[src/rtl/arb_pkg.sv]
`default_nettype none
// ============================================================================
// Module   : arb_pkg
// Brief    : Shared types, sizes and priority search for the 8-way arbiter.
// Revision : 1.0  initial release
// ============================================================================
package arb_pkg;

    localparam int NREQ  = 8;
    localparam int IDX_W = 3;

    typedef enum logic [0:0] {
        IDLE  = 1'b0,
        GRANT = 1'b1
    } arb_state_t;

    // First set bit at or after ptr, wrapping; scanning offsets high-to-low
    // lets the smallest offset overwrite the result last.
    function automatic logic [IDX_W-1:0] rr_search(
        input logic [NREQ-1:0]  req,
        input logic [IDX_W-1:0] ptr
    );
        logic [IDX_W-1:0] w_idx;
        logic [IDX_W-1:0] w_result;
        w_result = ptr;
        for (int k = NREQ - 1; k >= 0; k--) begin
            w_idx = ptr + IDX_W'(k);
            if (req[w_idx]) begin
                w_result = w_idx;
            end
        end
        return w_result;
    endfunction

endpackage
`default_nettype wire

[src/rtl/decoder_1hot_3_to_8.sv]
`default_nettype none
// ============================================================================
// Module   : decoder_1hot_3_to_8
// Brief    : Enable-gated one-hot decoder, 3-bit index to 8-bit vector.
// Revision : 1.0  initial release
// ============================================================================
module decoder_1hot_3_to_8
    import arb_pkg::*;
(
    input  logic [IDX_W-1:0] i_idx,
    input  logic             i_en,
    output logic [NREQ-1:0]  o_onehot
);

    assign o_onehot = i_en ? (NREQ'(1) << i_idx) : '0;

endmodule
`default_nettype wire

[src/rtl/rr_arbiter_8.sv]
`default_nettype none
// ============================================================================
// Module   : rr_arbiter_8
// Brief    : Tick-paced round-robin arbiter for 8 requesters with hold timeout.
// Revision : 1.0  initial release
// ============================================================================
module rr_arbiter_8
    import arb_pkg::*;
#(
    parameter int HOLD_MAX = 15
) (
    input  logic             clk,
    input  logic             reset,
    input  logic             tick,
    input  logic [NREQ-1:0]  req,
    output logic [NREQ-1:0]  grant,
    output logic [IDX_W-1:0] grant_idx,
    output logic             grant_valid,
    output logic             timeout
);

    localparam logic       c_timeout_en = (HOLD_MAX != 0);
    localparam logic [7:0] c_hold_last  = 8'(HOLD_MAX - 1);

    arb_state_t       r_state;
    logic [IDX_W-1:0] r_ptr;
    logic [7:0]       r_hold_cnt;
    logic [IDX_W-1:0] r_grant_idx;
    logic             r_grant_valid;
    logic             r_timeout;

    logic [IDX_W-1:0] w_winner;
    logic             w_cur_req;
    logic             w_expire;

    assign w_winner  = rr_search(req, r_ptr);
    assign w_cur_req = req[r_grant_idx];
    assign w_expire  = c_timeout_en && (r_hold_cnt == c_hold_last);

    always_ff @(posedge clk) begin
        if (reset) begin
            r_state       <= IDLE;
            r_ptr         <= '0;
            r_hold_cnt    <= '0;
            r_grant_idx   <= '0;
            r_grant_valid <= 1'b0;
            r_timeout     <= 1'b0;
        end else begin
            case (r_state)
                IDLE: begin
                    r_timeout <= 1'b0;
                    if (tick && (|req)) begin
                        r_grant_idx   <= w_winner;
                        r_grant_valid <= 1'b1;
                        r_hold_cnt    <= '0;
                        r_state       <= GRANT;
                    end
                end
                GRANT: begin
                    r_hold_cnt <= r_hold_cnt + 8'd1;
                    // A requester dropping on the expiry cycle is a plain release.
                    if (!w_cur_req || w_expire) begin
                        r_state       <= IDLE;
                        r_grant_valid <= 1'b0;
                        r_grant_idx   <= '0;
                        r_ptr         <= r_grant_idx + IDX_W'(1);
                        r_timeout     <= w_cur_req;
                    end
                end
                default: r_state <= IDLE;
            endcase
        end
    end

    decoder_1hot_3_to_8 u_dec (
        .i_idx    (r_grant_idx),
        .i_en     (r_grant_valid),
        .o_onehot (grant)
    );

    assign grant_idx   = r_grant_idx;
    assign grant_valid = r_grant_valid;
    assign timeout     = r_timeout;

endmodule
`default_nettype wire

[config.mk]
export PLATFORM = sky130hd
export DESIGN_NAME = rr_arbiter_8
export DESIGN_NICKNAME = d
export VERILOG_FILES = /design/src/rtl/arb_pkg.sv /design/src/rtl/decoder_1hot_3_to_8.sv /design/src/rtl/rr_arbiter_8.sv
export SDC_FILE = /design/constraint.sdc
export NUM_CORES = 1
export LEC_CHECK = 0
export ABC_AREA = 0
export BUFFER_PORTS_ARGS = -buffer_cell sky130_fd_sc_hd__buf_4
export CAP_MARGIN = 20
export CORE_MARGIN = 2
export CORE_UTILIZATION = 35
export CTS_CLUSTER_SIZE = 28
export DETAILED_ROUTE_END_ITERATION = 16
export PLACE_DENSITY_LB_ADDON = 0.12
export SLEW_MARGIN = 10
export SYNTH_ARGS = -nofsm -noshare
export SYNTH_HDL_FRONTEND = slang
export SYNTH_SLANG_ARGS = --single-unit
[constraint.sdc]
create_clock -name clk -period 8.4 [get_ports clk]
set_clock_uncertainty 0.2 [all_clocks]
set_input_delay 0.84 -clock clk [delete_from_list [all_inputs] [get_ports clk]]
set_output_delay 0.84 -clock clk [all_outputs]
set_load 0.01 [all_outputs]
==> flow_metrics.tcl <==
set metrics [dict create \
    run_status "complete, no violations" \
    cp-start-kind "register" \
    rr_endpoint "grant_idx[1]" \
    synth_edf_count 0 \
    grt_antenna_before_repair 0 \
    area_growth_pct 9.902 \
    hold_class "reg2reg" \
    route.vias.total 1813 \
    grt_usage_pct 17.22 \
    yosys-top-cells-area "dfxtp_1, mux4_2, ha_1, mux2_2, mux2i_1" \
    slew_violations 0 \
    synth_nets 246 \
    p_comb_share_pct 53.2 \
    io_buffers 23 \
    dp_hpwl_um 3721 \
    h-tree-depth 1 \
    cap_violations 0 \
    r2r-start "r_ptr[1]" \
    slowest_stage "ha_1" \
    ir_worst_vdd_mv 0.09355 \
    drive_above_1_share_pct 26.29 \
    post-cts-setup-buffers 0 \
    dieArea_um2 6476 \
    path_class "reg2reg" \
    drtIter0Drc 82 \
    rows 27 \
    avgSynthCellArea_um2 9.098 \
    synth_top_cell_area_share_pct 16.63 \
    powerDensity_nw_per_um2 152.8 \
    reg2reg_depth 9 \
    finalCriticalPeriod_ns 3.481 \
    grt_first_pass_wirelength_um 8866 \
    rsz0062_at_grt "no" \
    cts_sinks 17 \
    fin_tns_setup_ns 0 \
    cts_made_buffers 3 \
    initial_core_util_pct 36.72 \
    drc 0 \
    holdBufCountCts 0 \
    worstPathArrival_ns 3.41 \
    pin_count 24 \
    worstSetupStartpoint "r_ptr[1]" \
    synthCells 225 \
    die-width_um 80.48 \
    clock-root-buffer "clkbuf_8" \
    ys_types 53 \
    cts_tree "yes" \
    clockBufferDepth 2 \
    gp_congestion 0.8256 \
    synth_area_um2 2047 \
    slew_headroom_pct 42.48 \
    tightest_slew_ns 0.8628 \
    n_antenna_cell 0 \
    routed_wl_um 5260 \
    core_um2 5574 \
    critPathCaptureType "register" \
    setup_viol 0 \
    endpoint "grant_idx[1]" \
    ys_warn_count 0 \
    cts.clk_slew.worst_paths_ns 0.07 \
    die_h_um 80.48 \
    yosysSeqAreaShare_pct 16.63 \
    grt-ovfl-total 0 \
    hold_viol 0 \
    async_reset_ff_share_pct 0 \
    fin_nets 254 \
    p_sw_share_pct 39.82 \
    antenna_left 0 \
    cts-resized-gates 0 \
    wl_per_cell_um 17.30 \
    grt_pass1_vias 1750 \
    dr.pass1.iters 4 \
    pwr-share-seq_pct 28.8 \
    p_int_mw 0.2068 \
    path_cells "buf_4 -> inv_1 -> ha_1 -> mux2i_1 -> mux4_2 -> a211oi_1 -> nor3_1 -> a2111oi_2 -> o21ai_1" \
    fin_crit_sh_pct 41.44 \
    cp.required_ns 8.33 \
    slowest_delay_ns 0.88 \
    clock_power_share_pct 17.9 \
    p_sw_mw 0.1368 \
    p_leak_nw 0.8372 \
    dpl_worst_slack_ns 4.944 \
    fmax_mhz 287.3 \
    ff2ff_setup_slack_ns 4.92 \
    crit_fanout 24 \
    ys_seq_elements 17 \
    worst_slack_ns 4.919 \
    grt_max_degree 25 \
    clock_latency_ns 0.25 \
    routed_via_density 5.964 \
    ys.flop_type "dfxtp_1" \
    yosysTopAreaCell "dfxtp_1" \
]
-- per-layer routing --
| layer | global-route usage (%) | wire (um) | vias up | share of wire, % |
|---|---|---|---|---|
| li1 | - | - | 872 | - |
| met1 | 23.41 | 2402 | 914 | 46 |
| met2 | 29.58 | 2736 | 25 | 52 |
| met3 | 1.685 | 97 | 2 | 1.8 |
| met4 | 3.559 | 23 | 0 | 0.44 |
| met5 | 0 | 0 | - | 0 |
-- flip-flops by register name (all words and copies together), names as in the netlist --
register / cells
grant_valid: 1
grant_idx: 3
timeout: 1
r_hold_cnt: 8
r_state: 1
r_ptr: 3
-- power by group through the flow --
stage / clock, mW / combinational, mW / sequential [mW]
final: 0.0617 / 0.183 / 0.0990
after floorplan: 0 / 0.151 / 0.0954
after CTS: 0.0637 / 0.183 / 0.0992
after global routing: 0.0670 / 0.201 / 0.101
after global placement: 0 / 0.184 / 0.101
after detailed placement: 0 / 0.182 / 0.101
-- synth_stat cells (2+ instances only) --
| library cell | count |
|---|---|
| dfxtp_1 | 17 |
| nand3b_1 | 3 |
| and3_1 | 4 |
| a21oi_1 | 10 |
| o21ai_1 | 2 |
| nand3_1 | 6 |
| mux4_2 | 15 |
| and2_1 | 6 |
| inv_1 | 9 |
| clkbuf_1 | 13 |
| a311oi_1 | 3 |
| mux4_1 | 2 |
| nor3b_1 | 4 |
| xnor2_1 | 2 |
| o21ai_0 | 3 |
| a211oi_1 | 5 |
| mux2_2 | 10 |
| mux2i_1 | 11 |
| buf_2 | 4 |
| o22a_1 | 2 |
| nand2_1 | 10 |
| o31a_1 | 2 |
| nand2b_1 | 3 |
| nor2_1 | 20 |
| buf_6 | 4 |
| o21a_1 | 3 |
| a32oi_1 | 2 |
| a2bb2oi_1 | 2 |
| or4_1 | 2 |
| or2_2 | 2 |
| ha_1 | 10 |
| nor3_1 | 11 |
| nand4b_1 | 2 |
| a221oi_1 | 2 |
-- critical path, delay by kind of cell (launching register included) --
family / cells / cell delay, ns
mux: 2 / 0.69
buf+inv: 2 / 0.43
simple gates: 1 / 0.10
compound gates: 3 / 0.74
flops: 1 / 0.31
fa+ha+maj: 1 / 0.88
-- cell type report --
type | count | area (um2)
clock buffers | 3 | 41.29
multi-input cells | 176 | 1548
well taps | 72 | 90.09
flip-flops and latches | 17 | 340.3
inverters | 10 | 37.54
repair buffers | 25 | 187.7
clock inverters | 1 | 5.005
fillers | 583 | 3324
-- how the worst min path moves through the flow --
stage	startpoint	to	slack, ns	depth (start not counted)
after floorplan	r_hold_cnt[6]	r_hold_cnt[6]	0.27	2
after global placement	timeout	timeout	0.28	2
after detailed placement	timeout	timeout	0.28	2
after CTS	timeout	timeout	0.29	2
after global routing	timeout	timeout	0.31	2
final	timeout	timeout	0.29	2
-- cell usage in the layout (no fill, tap or decap), types with 4 or more instances in the layout --
master and n:
buf_4 25, nor2_1 20, dfxtp_1 17, mux4_2 15, mux2i_1 11, nor3_1 11, nand2_1 10, mux2_2 10
a21oi_1 10, ha_1 10, inv_1 9, and2_1 6, nand3_1 6, a211oi_1 5, and3_1 4, nor3b_1 4
-- metrics by stage --
stage	cell area [um2]	hold WS, ns	power (mW)	utilization (%)	std cells
global route	2250	0.3097	0.3685	40.36	304
detailed placement	2203	0.2835	0.2830	39.53	300
global placement	2203	0.2842	0.2849	39.53	300
CTS	2250	0.2937	0.3459	40.36	304
finish	2250	0.2925	0.3437	40.36	304
floorplan	2047	0.2654	0.2466	-	225
-- logic make-up after synthesis --
group | share of synthesized area [%]
xor gates and xnor gates | 2.079
DFF | 16.63
buffers and inverters | 7.763
AOI/OAI and AO/OA | 16.69
and+or+nand+nor | 20.78
adders and majority gates | 6.112
muxes | 29.95
(Power assumes the default switching activity.)
